`src/rtl/arq_pkg.sv`:
```
// arq_pkg: shared state encoding, feedback polarity and default limits for the ARQ controllers
package arq_pkg;
  localparam logic [2:0] IDLE  = 3'd0;
  localparam logic [2:0] RECV  = 3'd1;
  localparam logic [2:0] CHECK = 3'd2;
  localparam logic [2:0] FB    = 3'd3;
  localparam logic [2:0] FAIL  = 3'd4;
  localparam logic FB_ACK  = 1'b0;
  localparam logic FB_NACK = 1'b1;
  localparam int TIMEOUT_CYC_DEF = 16384;
  localparam int MAX_RETRY_DEF   = 3;
endpackage

```
`src/rtl/arq_rx_ctrl_if.sv`:
```
// arq_rx_ctrl_if: demapper, client FIFO and feedback signals of the receive-side ARQ controller
interface arq_rx_ctrl_if #(parameter int CNT_W = 13, parameter int RETRY_W = 2);
  logic               i_frame_fas;
  logic               i_pyld_data_valid;
  logic               i_crc_err;
  logic               i_crc_err_valid;
  logic               i_arq_en;
  logic               i_arq_en_valid;
  logic               i_fb_ready;
  logic               o_fifo_commit;
  logic               o_fifo_discard;
  logic [CNT_W-1:0]   o_fifo_byte_cnt;
  logic               o_fb_valid;
  logic               o_fb_nack;
  logic [RETRY_W-1:0] o_retry_cnt;
  logic               o_timeout;
  logic               o_link_fail;
  modport slave (
    input  i_frame_fas, i_pyld_data_valid, i_crc_err, i_crc_err_valid, i_arq_en, i_arq_en_valid, i_fb_ready,
    output o_fifo_commit, o_fifo_discard, o_fifo_byte_cnt, o_fb_valid, o_fb_nack, o_retry_cnt, o_timeout, o_link_fail
  );
  modport master (
    output i_frame_fas, i_pyld_data_valid, i_crc_err, i_crc_err_valid, i_arq_en, i_arq_en_valid, i_fb_ready,
    input  o_fifo_commit, o_fifo_discard, o_fifo_byte_cnt, o_fb_valid, o_fb_nack, o_retry_cnt, o_timeout, o_link_fail
  );
endinterface

```
`src/rtl/arq_timeout_cnt.sv`:
```
// arq_timeout_cnt: clear/enable cycle counter flagging terminal count TC-1
module arq_timeout_cnt #(
  parameter int W  = 15,
  parameter int TC = 16384
) (
  input  logic i_clk,
  input  logic i_rst,
  input  logic i_clr,
  input  logic i_en,
  output logic o_tc
);
  logic [W-1:0] cnt;
  // clear wins over enable so a new frame always starts from zero
  always_ff @(posedge i_clk or negedge i_rst)
    if (!i_rst) cnt <= '0;
    else cnt <= i_clr ? '0 : i_en ? cnt + 1'b1 : cnt;
  assign o_tc = cnt == W'(TC - 1);
endmodule

```
`src/rtl/arq_rx_ctrl.sv`:
```
// arq_rx_ctrl: sequences per-frame CRC outcome into FIFO commit/discard and ACK/NACK feedback
module arq_rx_ctrl
  import arq_pkg::*;
#(
  parameter int TIMEOUT_CYC = TIMEOUT_CYC_DEF,
  parameter int TO_W        = 15,
  parameter int MAX_RETRY   = MAX_RETRY_DEF,
  parameter int RETRY_W     = 2,
  parameter int CNT_W       = 13
) (
  input logic i_clk,
  input logic i_rst,
  arq_rx_ctrl_if.slave bus
);
  logic [2:0]         state, nxt, exit_st;
  logic               err, to_flag, nack, pend, arq_en, tc, start;
  logic [CNT_W-1:0]   bytes;
  logic [RETRY_W-1:0] retry;
  assign exit_st = (pend || bus.i_frame_fas) ? RECV : IDLE;
  assign start   = nxt == RECV && state != RECV;
  arq_timeout_cnt #(.W(TO_W), .TC(TIMEOUT_CYC)) u_to (
    .i_clk(i_clk),
    .i_rst(i_rst),
    .i_clr(start),
    .i_en (state == RECV),
    .o_tc (tc)
  );
  // next state: a verdict, timeout or premature FAS all close the frame into CHECK
  always_comb begin
    nxt = IDLE;
    case (state)
      IDLE:    nxt = bus.i_frame_fas ? RECV : IDLE;
      RECV:    nxt = (bus.i_crc_err_valid || tc || bus.i_frame_fas) ? CHECK : RECV;
      CHECK:   nxt = !arq_en ? exit_st : (err && retry == RETRY_W'(MAX_RETRY - 1)) ? FAIL : FB;
      FB:      nxt = bus.i_fb_ready ? exit_st : FB;
      FAIL:    nxt = FAIL;
      default: nxt = IDLE;
    endcase
  end
  // frame bookkeeping: verdict latch, retry count, pending FAS and byte count
  always_ff @(posedge i_clk or negedge i_rst)
    if (!i_rst) begin
      state   <= IDLE;
      err     <= 1'b0;
      to_flag <= 1'b0;
      nack    <= FB_ACK;
      pend    <= 1'b0;
      arq_en  <= 1'b0;
      retry   <= '0;
      bytes   <= '0;
    end else begin
      state <= nxt;
      if (state != FAIL && bus.i_arq_en_valid) arq_en <= bus.i_arq_en;
      if (state == RECV && nxt == CHECK) begin
        err     <= bus.i_crc_err_valid ? bus.i_crc_err : 1'b1;
        to_flag <= !bus.i_crc_err_valid && tc;
      end
      if (state == CHECK) begin
        nack  <= err ? FB_NACK : FB_ACK;
        retry <= !err ? '0 : arq_en ? retry + 1'b1 : retry;
      end
      pend  <= start ? 1'b0 : (state inside {RECV, CHECK, FB} && bus.i_frame_fas) ? 1'b1 : pend;
      bytes <= start ? '0 : (state == RECV && bus.i_pyld_data_valid && !(&bytes)) ? bytes + 1'b1 : bytes;
    end
  assign bus.o_fifo_commit   = state == CHECK && !err;
  assign bus.o_fifo_discard  = state == CHECK && err;
  assign bus.o_timeout       = state == CHECK && to_flag;
  assign bus.o_fifo_byte_cnt = state == FAIL ? '0 : bytes;
  assign bus.o_fb_valid      = state == FB;
  assign bus.o_fb_nack       = state == FB && nack;
  assign bus.o_retry_cnt     = state == FAIL ? '0 : retry;
  assign bus.o_link_fail     = state == FAIL;
endmodule

```
`src/flat_wrapper.sv`:
```
// flat-port wrapper written by rule: the top's interface ports become plain ports
module arq_rx_ctrl_flat import arq_pkg::*;
#(
  parameter int TIMEOUT_CYC = TIMEOUT_CYC_DEF,
  parameter int TO_W        = 15,
  parameter int MAX_RETRY   = MAX_RETRY_DEF,
  parameter int RETRY_W     = 2,
  parameter int CNT_W       = 13
)
  (i_clk, i_rst, bus_i_frame_fas, bus_i_pyld_data_valid, bus_i_crc_err, bus_i_crc_err_valid, bus_i_arq_en, bus_i_arq_en_valid, bus_i_fb_ready, bus_o_fifo_commit, bus_o_fifo_discard, bus_o_fifo_byte_cnt, bus_o_fb_valid, bus_o_fb_nack, bus_o_retry_cnt, bus_o_timeout, bus_o_link_fail);
  arq_rx_ctrl_if #(.CNT_W(CNT_W), .RETRY_W(RETRY_W)) bus_i ();
  input logic i_clk;
  input logic i_rst;
  input wire logic [$bits(bus_i.i_frame_fas)-1:0] bus_i_frame_fas;
  input wire logic [$bits(bus_i.i_pyld_data_valid)-1:0] bus_i_pyld_data_valid;
  input wire logic [$bits(bus_i.i_crc_err)-1:0] bus_i_crc_err;
  input wire logic [$bits(bus_i.i_crc_err_valid)-1:0] bus_i_crc_err_valid;
  input wire logic [$bits(bus_i.i_arq_en)-1:0] bus_i_arq_en;
  input wire logic [$bits(bus_i.i_arq_en_valid)-1:0] bus_i_arq_en_valid;
  input wire logic [$bits(bus_i.i_fb_ready)-1:0] bus_i_fb_ready;
  output wire logic [$bits(bus_i.o_fifo_commit)-1:0] bus_o_fifo_commit;
  output wire logic [$bits(bus_i.o_fifo_discard)-1:0] bus_o_fifo_discard;
  output wire logic [$bits(bus_i.o_fifo_byte_cnt)-1:0] bus_o_fifo_byte_cnt;
  output wire logic [$bits(bus_i.o_fb_valid)-1:0] bus_o_fb_valid;
  output wire logic [$bits(bus_i.o_fb_nack)-1:0] bus_o_fb_nack;
  output wire logic [$bits(bus_i.o_retry_cnt)-1:0] bus_o_retry_cnt;
  output wire logic [$bits(bus_i.o_timeout)-1:0] bus_o_timeout;
  output wire logic [$bits(bus_i.o_link_fail)-1:0] bus_o_link_fail;
  assign bus_i.i_frame_fas = bus_i_frame_fas;
  assign bus_i.i_pyld_data_valid = bus_i_pyld_data_valid;
  assign bus_i.i_crc_err = bus_i_crc_err;
  assign bus_i.i_crc_err_valid = bus_i_crc_err_valid;
  assign bus_i.i_arq_en = bus_i_arq_en;
  assign bus_i.i_arq_en_valid = bus_i_arq_en_valid;
  assign bus_i.i_fb_ready = bus_i_fb_ready;
  assign bus_o_fifo_commit = bus_i.o_fifo_commit;
  assign bus_o_fifo_discard = bus_i.o_fifo_discard;
  assign bus_o_fifo_byte_cnt = bus_i.o_fifo_byte_cnt;
  assign bus_o_fb_valid = bus_i.o_fb_valid;
  assign bus_o_fb_nack = bus_i.o_fb_nack;
  assign bus_o_retry_cnt = bus_i.o_retry_cnt;
  assign bus_o_timeout = bus_i.o_timeout;
  assign bus_o_link_fail = bus_i.o_link_fail;
  arq_rx_ctrl #(.TIMEOUT_CYC(TIMEOUT_CYC), .TO_W(TO_W), .MAX_RETRY(MAX_RETRY), .RETRY_W(RETRY_W), .CNT_W(CNT_W)) u_core (.i_clk(i_clk), .i_rst(i_rst), .bus(bus_i));
endmodule
```
`config.mk`:
```
export PLATFORM = sky130hd
export DESIGN_NAME = arq_rx_ctrl_flat
export DESIGN_NICKNAME = d
export VERILOG_FILES = /design/src/rtl/arq_pkg.sv /design/src/rtl/arq_rx_ctrl_if.sv /design/src/rtl/arq_timeout_cnt.sv /design/src/rtl/arq_rx_ctrl.sv /design/src/flat_wrapper.sv
export SDC_FILE = /design/constraint.sdc
export NUM_CORES = 1
export LEC_CHECK = 0
export BUFFER_PORTS_ARGS = -buffer_cell sky130_fd_sc_hd__buf_2
export CORE_UTILIZATION = 35
export CTS_BUF_LIST = sky130_fd_sc_hd__clkbuf_4 sky130_fd_sc_hd__clkbuf_8 sky130_fd_sc_hd__clkbuf_16
export DETAILED_ROUTE_END_ITERATION = 12
export GPL_ROUTABILITY_DRIVEN = 0
export PLACE_DENSITY_LB_ADDON = 0.05
export SLEW_MARGIN = 20
export SYNTH_ARGS = -nofsm -noshare
export SYNTH_HDL_FRONTEND = slang
export SYNTH_SLANG_ARGS = --single-unit
export TNS_END_PERCENT = 1
```
`constraint.sdc`:
```
create_clock -name i_clk -period 5.2 [get_ports i_clk]
set_clock_uncertainty 0.2 [all_clocks]
set_input_delay 1.04 -clock i_clk [delete_from_list [all_inputs] [get_ports i_clk]]
set_output_delay 1.04 -clock i_clk [all_outputs]
set_load 0.1 [all_outputs]
```
# Word-level counts from Yosys, hierarchy flattened
# Cells that the tools add are included.
dict set report op_classes {
  addsub 3
  muxes 19
  n_reduce_logical 25
  eq_ne 11
}
# cell count
set op_table {}
lappend op_table {{13-bit 2-to-1 mux} 3}
lappend op_table {{15-bit 2-to-1 mux} 2}
lappend op_table {{15-bit by 1-bit adder with 15-bit output, second input constant} 1}
lappend op_table {{15-bit by 14-bit == test with 1-bit output, second input constant} 1}
lappend op_table {{3-bit one-hot mux with 5 select lines} 1}
lappend op_table {{13-bit by 1-bit adder with 13-bit output, second input constant} 1}
lappend op_table {{13-bit AND reduction} 1}
lappend op_table {{1-bit logical AND} 12}
lappend op_table {{3-bit by 2-bit == test with 1-bit output, second input constant} 3}
lappend op_table {{3-bit 2-to-1 mux} 3}
lappend op_table {{2-bit 2-to-1 mux} 4}
lappend op_table {{3-bit by 1-bit == test with 1-bit output, second input constant} 2}
lappend op_table {{1-bit 2-to-1 mux} 6}
lappend op_table {{2-bit nonzero test} 3}
lappend op_table {{3-bit == test, second input constant} 1}
lappend op_table {{1-bit logical NOT} 3}
lappend op_table {{3-bit logical NOT} 1}
lappend op_table {{1-bit logical OR} 3}
lappend op_table {{3-bit by 1-bit inequality test with 1-bit output, second input constant} 1}
lappend op_table {{3-bit inequality test, second input constant} 1}
lappend op_table {{3-bit nonzero test} 1}
lappend op_table {{2-bit by 1-bit adder with 2-bit output, second input constant} 1}
lappend op_table {{2-bit == test, second input constant} 1}
lappend op_table {{2-bit inequality test, second input constant} 1}
lappend op_table {{2-bit AND reduction} 1}
dict set report word_totals {
  output_inout_bits 21
  ff_bits 38
  in_bits 9
}

# Depth between registers and ports, before layout
# Gate-level depths: netlist of run 1.
dict set report depth {
  ltp_word 8
  mapped_depth 7
  mapped_depth_nobuf 6
}

# Hierarchy
# A second synthesis of run 1 with hierarchy kept.
dict set report hier_totals {
  cells_unflattened 250
  area_unflattened_um2 2404.8
}
# module cells_each area_per_inst_um2 seq_area_each_um2 instances
set modules_own_cells {}
lappend modules_own_cells {arq_rx_ctrl 166 1589.0 575.6 1}
lappend modules_own_cells {arq_timeout_cnt 84 815.8 375.4 1}

# Least setup slack after synthesis of run 1
# Ideal clock, no wire load.
dict set report synth_path {
  path_kind {reg2out}
  from {reg u_core.state[2]}
  to {out bus_o_fb_nack}
  t_arrival_ns 2.892
  stages_incl_launch_ff 5
  slack_ns 1.068
  path_buffers 1
  required_time_ns 3.960
  cell_sequence {dfrtp_1 > buf_2 > nand2b_1 > nor2_1 > and2_1}
}
dict set report synth_via {
  elab_chain_cells 2
}
# item line_no
set synth_lines {}
lappend synth_lines {{start, declared} arq_rx_ctrl.sv:15} ;# logic [2:0] state, nxt, exit_st;
lappend synth_lines {{start signal, assigned} arq_rx_ctrl.sv:52} ;# state <= nxt;
lappend synth_lines {{3-bit by 2-bit == test with 1-bit output} --}
lappend synth_lines {{net bus_o_fb_valid} flat_wrapper.sv:24} ;# output wire logic [$bits(bus_i.o_fb_valid)-1:0] bus_o_fb_valid;
lappend synth_lines {{1-bit logical AND} arq_rx_ctrl.sv:70} ;# assign bus.o_fb_nack = state == FB && nack;
lappend synth_lines {{end, declared} flat_wrapper.sv:25} ;# output wire logic [$bits(bus_i.o_fb_nack)-1:0] bus_o_fb_nack;
# The timed path passes the listed nets, and every way through them passes these cells.

# Worst setup path in the final report of run 1
dict set report layout_path {
  from {reg u_core.state[1]}
  to {out bus_o_timeout}
}
dict set report layout_via {
  elab_chain_cells 2
}
# item line_no
set layout_lines {}
lappend layout_lines {{3-bit by 2-bit == test with 1-bit output} arq_rx_ctrl.sv:67} ;# assign bus.o_timeout = state == CHECK && to_flag;
lappend layout_lines {{1-bit logical AND} arq_rx_ctrl.sv:67}
lappend layout_lines {{end, declared} flat_wrapper.sv:27} ;# output wire logic [$bits(bus_i.o_timeout)-1:0] bus_o_timeout;
# No other way between the ends.

==> out/metrics.json, run 1 <==
{
  "vias": 1908,
  "clock_power_share": 0.220,
  "worstMarginPinSlew_ns": 0.902,
  "power_report.internal_total_mw": 0.647,
  "min_path_type": "reg2reg",
  "globalRouteOverflowTotal": 0,
  "row_count": 28,
  "top_reg_cell_synth": "sky130_fd_sc_hd__dfrtp_1",
  "grt_max_degree": 39,
  "layout-drive-gt1-share": 0.196,
  "synth_largest_type_area_fraction": 0.420,
  "totalPowerFinal_mw": 1.19,
  "initial_utilization": 0.372,
  "synth_largest_area_cell": "sky130_fd_sc_hd__dfrtp_1",
  "yosys_register_bits": 38,
  "synthesis.yosys.warnings": 0,
  "cts.sink_count": 38,
  "status": "complete, no violations",
  "grt_antenna_before_repair": 0,
  "detail_route.iter0.violations": 89,
  "post_cts_buffers": 0,
  "growth_of_design_area_from_synthesis_to_finish_pct": 14.3,
  "synthesis.area_per_instance_um2": 9.21,
  "grt_pass1_vias": 1770,
  "tritoncts_clock_tree": "built",
  "antenna_cells_inserted": 0,
  "cts-htree-levels": 2,
  "power_switching_mw": 0.542,
  "yosys-top-cells-count": "38 x sky130_fd_sc_hd__dfrtp_1, 18 x sky130_fd_sc_hd__a21oi_1, 18 x sky130_fd_sc_hd__nand2_1, 18 x sky130_fd_sc_hd__o21ai_0, 17 x sky130_fd_sc_hd__nor2_1",
  "slew_headroom": 0.399,
  "maxClockFrequency_mhz": 312,
  "synth.distinct_cells": 48,
  "synth_most_common_cell": "sky130_fd_sc_hd__dfrtp_1",
  "die-area_um2": 6800,
  "gr-usage-all-layers": 0.172,
  "synth-async-reset-ratio": 1.00,
  "syn-num-nets": 258,
  "ant_nets": 0,
  "power_per_cell_area_nw_per_um2": 459,
  "sequential_area_share_after_synthesis": 0.420,
  "max-clock-path-buffers": 2,
  "grt_setup_unrepaired": "false",
  "cts_buffers": 5,
  "worst_ir_drop_vdd_mv": 0.462,
  "max_cap_viol_count": 0,
  "end_kind": "output pin",
  "layout_min_cycle_time_ns": 3.20,
  "final.setup.tns_ns": 0,
  "post_synth_edffs": 0,
  "hold-worst-slack_ns": 0.289,
  "die_y_um": 82.4,
  "timing_hold_violations_final": 0,
  "clockRootBuffer": "sky130_fd_sc_hd__clkbuf_8",
  "critical_path_required_ns": 3.96,
  "p_sw_frac": 0.456,
  "global_route_wire_length_before_repair_mm": 8.75,
  "hold_buffers": 0,
  "critPathMaxFanout": 12,
  "seq_power_share": 0.352,
  "slew_viol_final": 0,
  "power_leakage_nw": 1.10,
  "final_wirelength_mm": 5.13,
  "route.detailed.wl_per_inst_um": 14.7,
  "setup.worst_path.start_class": "flop",
  "arrival_worst_endpoint_ns": 1.96,
  "cts-resized-gates": 0,
  "numPortBuffers": 29,
  "finalWorstSetupSlack_ns": 2.00,
  "setup_slack_placement_ns": 2.12,
  "io-pin-count": 30,
  "placeable_core_area_um2": 6100,
  "number_of_search_and_repair_iterations_in_the_first_detailed_routing_pass": 5,
  "synthCells": 246,
  "part_of_the_cycle_the_worst_path_needs": 0.616,
  "clock_insertion_delay_worst_skew_ns": 0.29,
  "critical_path_class": "reg2out",
  "drt_drc_violations_left": 0,
  "setup_viol": 0,
  "p_comb_frac": 0.427,
  "fin_nets": 286,
  "fp.dieW_um": 82.4,
  "dp_hpwl_mm": 3.48,
  "syn_area_um2": 2260,
  "vias_per_cell": 5.45,
  "netlist_top_cells_area": "sky130_fd_sc_hd__dfrtp_1 42%, sky130_fd_sc_hd__nor2b_1 4.4%, sky130_fd_sc_hd__a21oi_1 4.0%",
  "cts.clk_slew.worst_paths_ns": 0.08
}
-- power by group through the flow --
stage / sequential [mW] / clock [mW] / combinational, mW
after global routing: 0.431 / 0.283 / 0.559
final: 0.419 / 0.262 / 0.508
after floorplan: 0.382 / 0 / 0.452
after global placement: 0.424 / 0 / 0.501
after CTS: 0.419 / 0.273 / 0.501
after detailed placement: 0.425 / 0 / 0.500
-- critical path, cell delays in order, from the launching register on --
cell and delay [ns]:
sky130_fd_sc_hd__dfrtp_1 0.61, sky130_fd_sc_hd__or3b_1 0.52, sky130_fd_sc_hd__nor2_1 0.12, sky130_fd_sc_hd__buf_2 0.43
-- metal layers --
metal  share of wire  GRT usage  vias to the layer above
li1                -          -                      967
met1            0.50      0.234                      902
met2            0.46      0.278                       34
met3           0.034     0.0363                        5
met4          0.0097     0.0368                        0
met5               0          0                        -
-- sequential cells by signal, summed over array words and instances (netlist names) --
signal,cells
u_core.arq_en,1
u_core.retry,2
u_core.err,1
u_core.pend,1
u_core.u_to.cnt,15
u_core.state,3
u_core.nack,1
u_core.bytes,13
u_core.to_flag,1
-- metrics by stage --
stage                     std cells  cell area, um2  utilization
after floorplan                 246            2260            -
after global placement          341            2460        0.404
after detailed placement        341            2460        0.404
after CTS                       349            2580        0.423
after global routing            350            2590        0.424
final                           350            2590        0.424
-- layout make-up --
class                      instances  area, um2
clock buffer                       7       83.8
clock inverter                     1       30.0
fill                             649       3510
inverter                           9       33.8
multi-input combinational        189       1230
sequential                        38        951
tap                               75       93.8
timing repair buffer              31        164
-- logic make-up after synthesis --
kind of cell | count (synthesis) | share of synthesized area
adder cells (fa/ha/maj) | 3 | 0.0166
flip-flops | 38 | 0.420
XOR/XNOR | 1 | 0.00387
AND/OR/NAND/NOR | 112 | 0.296
buffers and inverters | 19 | 0.0365
multiplexers | 4 | 0.0193
AO/OA/AOI/OAI | 69 | 0.208
-- layout by cell type (no fill, tap or decap), types with 3 or more instances in the layout --
master	instances
sky130_fd_sc_hd__nand4_1	5
sky130_fd_sc_hd__o21ai_0	18
sky130_fd_sc_hd__a22o_1	3
sky130_fd_sc_hd__or3_1	12
sky130_fd_sc_hd__o21ai_1	8
sky130_fd_sc_hd__and4_1	3
sky130_fd_sc_hd__nand3_2	3
sky130_fd_sc_hd__nor2b_1	16
sky130_fd_sc_hd__buf_2	29
sky130_fd_sc_hd__nand2b_1	4
sky130_fd_sc_hd__a21oi_1	18
sky130_fd_sc_hd__or4_1	7
sky130_fd_sc_hd__nor2_1	17
sky130_fd_sc_hd__nand2_1	18
sky130_fd_sc_hd__inv_1	9
sky130_fd_sc_hd__dfrtp_1	38
sky130_fd_sc_hd__or3b_1	3
sky130_fd_sc_hd__and3_1	4
sky130_fd_sc_hd__o31ai_1	6
sky130_fd_sc_hd__nand3_1	10
sky130_fd_sc_hd__mux2_2	3
sky130_fd_sc_hd__clkbuf_8	5
sky130_fd_sc_hd__ha_1	3
-- worst paths after layout --
check | startpoint | endpoint | slack [ns] | depth (start not counted)
setup / recovery | u_core.state[1] | bus_o_timeout | 2.00 | 3
hold reg to reg | u_core.nack | u_core.nack | 0.29 | 1
min in group asynchronous | i_rst | u_core.u_to.cnt[5] | 0.68 | 1
hold / removal | u_core.nack | u_core.nack | 0.29 | 1
setup reg to reg | u_core.retry[0] | u_core.u_to.cnt[4] | 2.82 | 7
max in group asynchronous | i_rst | u_core.u_to.cnt[14] | 3.56 | 1
Power figures use the tool's default switching activity.
==> run 2, diff against run 1 <==
Clock period 5.2 ns to 2.58 ns, I/O delays scaled along.
==> run 2 against run 1 <==
Global-route usage increased by 0.38 points. Highest routed layer unchanged. Register-to-register slack got worse by 2.3 ns. Wire length increased by 2.1%. Non-clock buffer count increased by 4. Final cell count increased by 0.86%. Worst setup slack got worse by 1.9 ns. Worst hold slack got worse by 0.034 ns. Sequential share of layout area decreased by 1.6 points. Die area unchanged. Largest power group unchanged.
==> out/metrics.json, run 2 (synthesis results as in run 1) <==
{
  "vias": {"value": 1936, "change": "+1.5%"},
  "fp.dieW": {"value": 82.4, "unit": "um", "change": "unchanged"},
  "critical_path_required": {"value": 1.86, "unit": "ns", "change": "-2.10 ns"},
  "top_flop_regs": "u_core.u_to.cnt x15, u_core.bytes x13, u_core.state x3",
  "min_path_type": "in2reg",
  "hold-worst-slack": {"value": 0.256, "unit": "ns", "change": "-0.0338 ns"},
  "dp_hpwl": {"value": 3.67, "unit": "mm", "change": "+5.3%"},
  "critPathMaxFanout": {"value": 12, "change": "unchanged"},
  "critical_path_class": "reg2out",
  "part_of_the_cycle_the_worst_path_needs": 0.946,
  "max-clock-path-buffers": {"value": 2, "change": "unchanged"},
  "end_kind": "output pin",
  "initial_utilization": {"value": 0.372, "change": "unchanged"},
  "fin_nets": {"value": 290, "change": "+1.4%"},
  "maxClockFrequency_mhz": 410,
  "commonest_non_fill_non_tap_cell_in_the_layout": "sky130_fd_sc_hd__dfrtp_1",
  "status": "complete, no violations",
  "cts-htree-levels": {"value": 2, "change": "unchanged"},
  "max_flop_register": "u_core.u_to.cnt",
  "arrival_worst_endpoint": {"value": 1.72, "unit": "ns", "change": "-0.24 ns"},
  "power_leakage": {"value": 1.11, "unit": "nW", "change": "+0.79%"},
  "vias_per_cell": {"value": 5.48, "change": "+0.61%"},
  "final_wirelength": {"value": 5.24, "unit": "mm", "change": "+2.1%"},
  "grt_antenna_before_repair": {"value": 0, "change": "unchanged"},
  "clock_insertion_delay_worst_skew": {"value": 0.29, "unit": "ns", "change": "about the same"},
  "global_route_wire_length_before_repair": {"value": 9.00, "unit": "mm", "change": "+2.9%"},
  "placeable_core_area": {"value": 6100, "unit": "um2", "change": "unchanged"},
  "max_cap_viol_count": {"value": 0, "change": "unchanged"},
  "number_of_search_and_repair_iterations_in_the_first_detailed_routing_pass": {"value": 4, "change": "-1"},
  "largest_register_ffs": {"value": 15, "change": "unchanged"},
  "layout.filler_cells": {"value": 620, "change": "-4.5%"},
  "cts_buffers": {"value": 5, "change": "unchanged"},
  "io-pin-count": {"value": 30, "change": "unchanged"},
  "setup_viol": {"value": 0, "change": "unchanged"},
  "layout-drive-gt1-share": {"value": 0.255, "change": "+0.0590"},
  "detail_route.iter0.violations": {"value": 74, "change": "-17%"},
  "timing_hold_violations_final": {"value": 0, "change": "unchanged"},
  "slew_headroom": {"value": 0.579, "change": "+0.180"},
  "cts.sink_count": {"value": 38, "change": "unchanged"},
  "globalRouteOverflowTotal": {"value": 0, "change": "unchanged"},
  "cts.clk_slew.worst_paths": {"value": 0.08, "unit": "ns", "change": "about the same"},
  "gr-usage-all-layers": {"value": 0.175, "change": "+0.00375"},
  "power_per_cell_area": {"value": 870, "unit": "nW/um2", "change": "+89%"},
  "grt_setup_unrepaired": "false",
  "grt_max_degree": {"value": 25, "change": "-36%"},
  "worstMarginPinSlew": {"value": 0.622, "unit": "ns", "change": "-0.280 ns"},
  "clockRootBuffer": "sky130_fd_sc_hd__clkbuf_8",
  "numPortBuffers": {"value": 29, "change": "unchanged"},
  "grt_pass1_vias": {"value": 1858, "change": "+5.0%"},
  "layout_min_cycle_time_ns": 2.44,
  "totalPowerFinal": {"value": 2.36, "unit": "mW", "change": "+98%"},
  "growth_of_design_area_from_synthesis_to_finish_pct": 19.7,
  "worst_ir_drop_vdd": {"value": 0.825, "unit": "mV", "change": "+78%"},
  "tritoncts_clock_tree": "built",
  "antenna_cells_inserted": {"value": 0, "change": "unchanged"},
  "layout_common_cells": "36 x sky130_fd_sc_hd__dfrtp_1, 19 x sky130_fd_sc_hd__buf_4, 18 x sky130_fd_sc_hd__nand2_1, 18 x sky130_fd_sc_hd__a21oi_1, 18 x sky130_fd_sc_hd__o21ai_0",
  "die_y": {"value": 82.4, "unit": "um", "change": "unchanged"},
  "die-area": {"value": 6800, "unit": "um2", "change": "unchanged"},
  "drt_drc_violations_left": {"value": 0, "change": "unchanged"},
  "slew_viol_final": {"value": 0, "change": "unchanged"},
  "ant_nets": {"value": 0, "change": "unchanged"},
  "setup.worst_path.start_class": "flop",
  "route.detailed.wl_per_inst": {"value": 14.8, "unit": "um", "change": "+1.2%"},
  "row_count": {"value": 28, "change": "unchanged"}
}
## run 2: cell count changes in the layout (fill, tap and decap cells not counted), moves of 2 or more
cell	before	now
sky130_fd_sc_hd__buf_12	0	3
sky130_fd_sc_hd__buf_2	29	10
sky130_fd_sc_hd__buf_4	1	19
sky130_fd_sc_hd__clkbuf_4	2	4
sky130_fd_sc_hd__dfrtp_1	38	36
sky130_fd_sc_hd__dfrtp_2	0	2
sky130_fd_sc_hd__nor2_1	17	12
sky130_fd_sc_hd__nor2_2	0	4
sky130_fd_sc_hd__nor2b_1	16	9
sky130_fd_sc_hd__nor2b_2	0	7
## run 2: area by class of cell
cell class                      instances  area [um2]  share of cell area
Timing Repair Buffer                   35         278               0.102
Multi-Input combinational cell        189        1270               0.468
Inverter                                9        33.8              0.0125
Tap cell                               75        93.8              0.0346
Sequential cell                        38         953               0.352
Clock buffer                            7        83.8              0.0309
## run 2: timing repair
| action | 4_1_cts | 5_1_grt |
|---|---|---|
| hold buffers | 1 | 0 |
| endpoints found under the setup margin | 14 | 18 |
| resized for setup | 14 | 4 |
| endpoints found under the hold margin | 16 | 0 |
| setup buffers | 0 | 0 |
## run 2: per-stage QoR
step	setup slack [ns]	TNS, ns	std cells	area, um2	util
floorplan	-0.275	-3.32	246	2300	-
global placement	0.324	0	345	2570	0.422
detailed placement	0.282	0	345	2570	0.422
CTS	0.000241	0	353	2700	0.443
global route	0.0551	0	353	2710	0.445
finish	0.141	0	353	2710	0.445
## run 2: path summary, 6_finish.rpt
check / startpoint / to / slack (ns) / cells past startpoint
worst max-delay path: u_core.state[0] / bus_o_fifo_commit / 0.14 / 3
worst min-delay path: bus_i_arq_en / u_core.arq_en / 0.26 / 2
worst max register to register: u_core.state[0] / u_core.u_to.cnt[10] / 0.50 / 4
worst min register to register: u_core.nack / u_core.nack / 0.28 / 1
max in group asynchronous: i_rst / u_core.state[1] / 1.13 / 3
min in group asynchronous: i_rst / u_core.bytes[12] / 0.50 / 2
## run 2: critical path: stages, from the launching register on
cell                      delay, ns
sky130_fd_sc_hd__dfrtp_1       0.51
sky130_fd_sc_hd__or3b_1        0.56
sky130_fd_sc_hd__nor2_2        0.18
sky130_fd_sc_hd__buf_12        0.19
## run 2: metal layers
layer / vias to the layer above / wire length [um] / share of wire / GRT usage
met2: 34 / 2240 / 0.43 / 0.267
met3: 9 / 135 / 0.026 / 0.0297
met4: 0 / 78 / 0.015 / 0.0614
met5: - / 0 / 0 / 0
met1: 923 / 2780 / 0.53 / 0.249
li1: 970 / - / - / -
## run 2: report_power, final
part,switching (mW),internal [mW]
Clock,0.215,0.208
Sequential,0.151,0.696
Combinational,0.740,0.348
Total,1.11,1.25
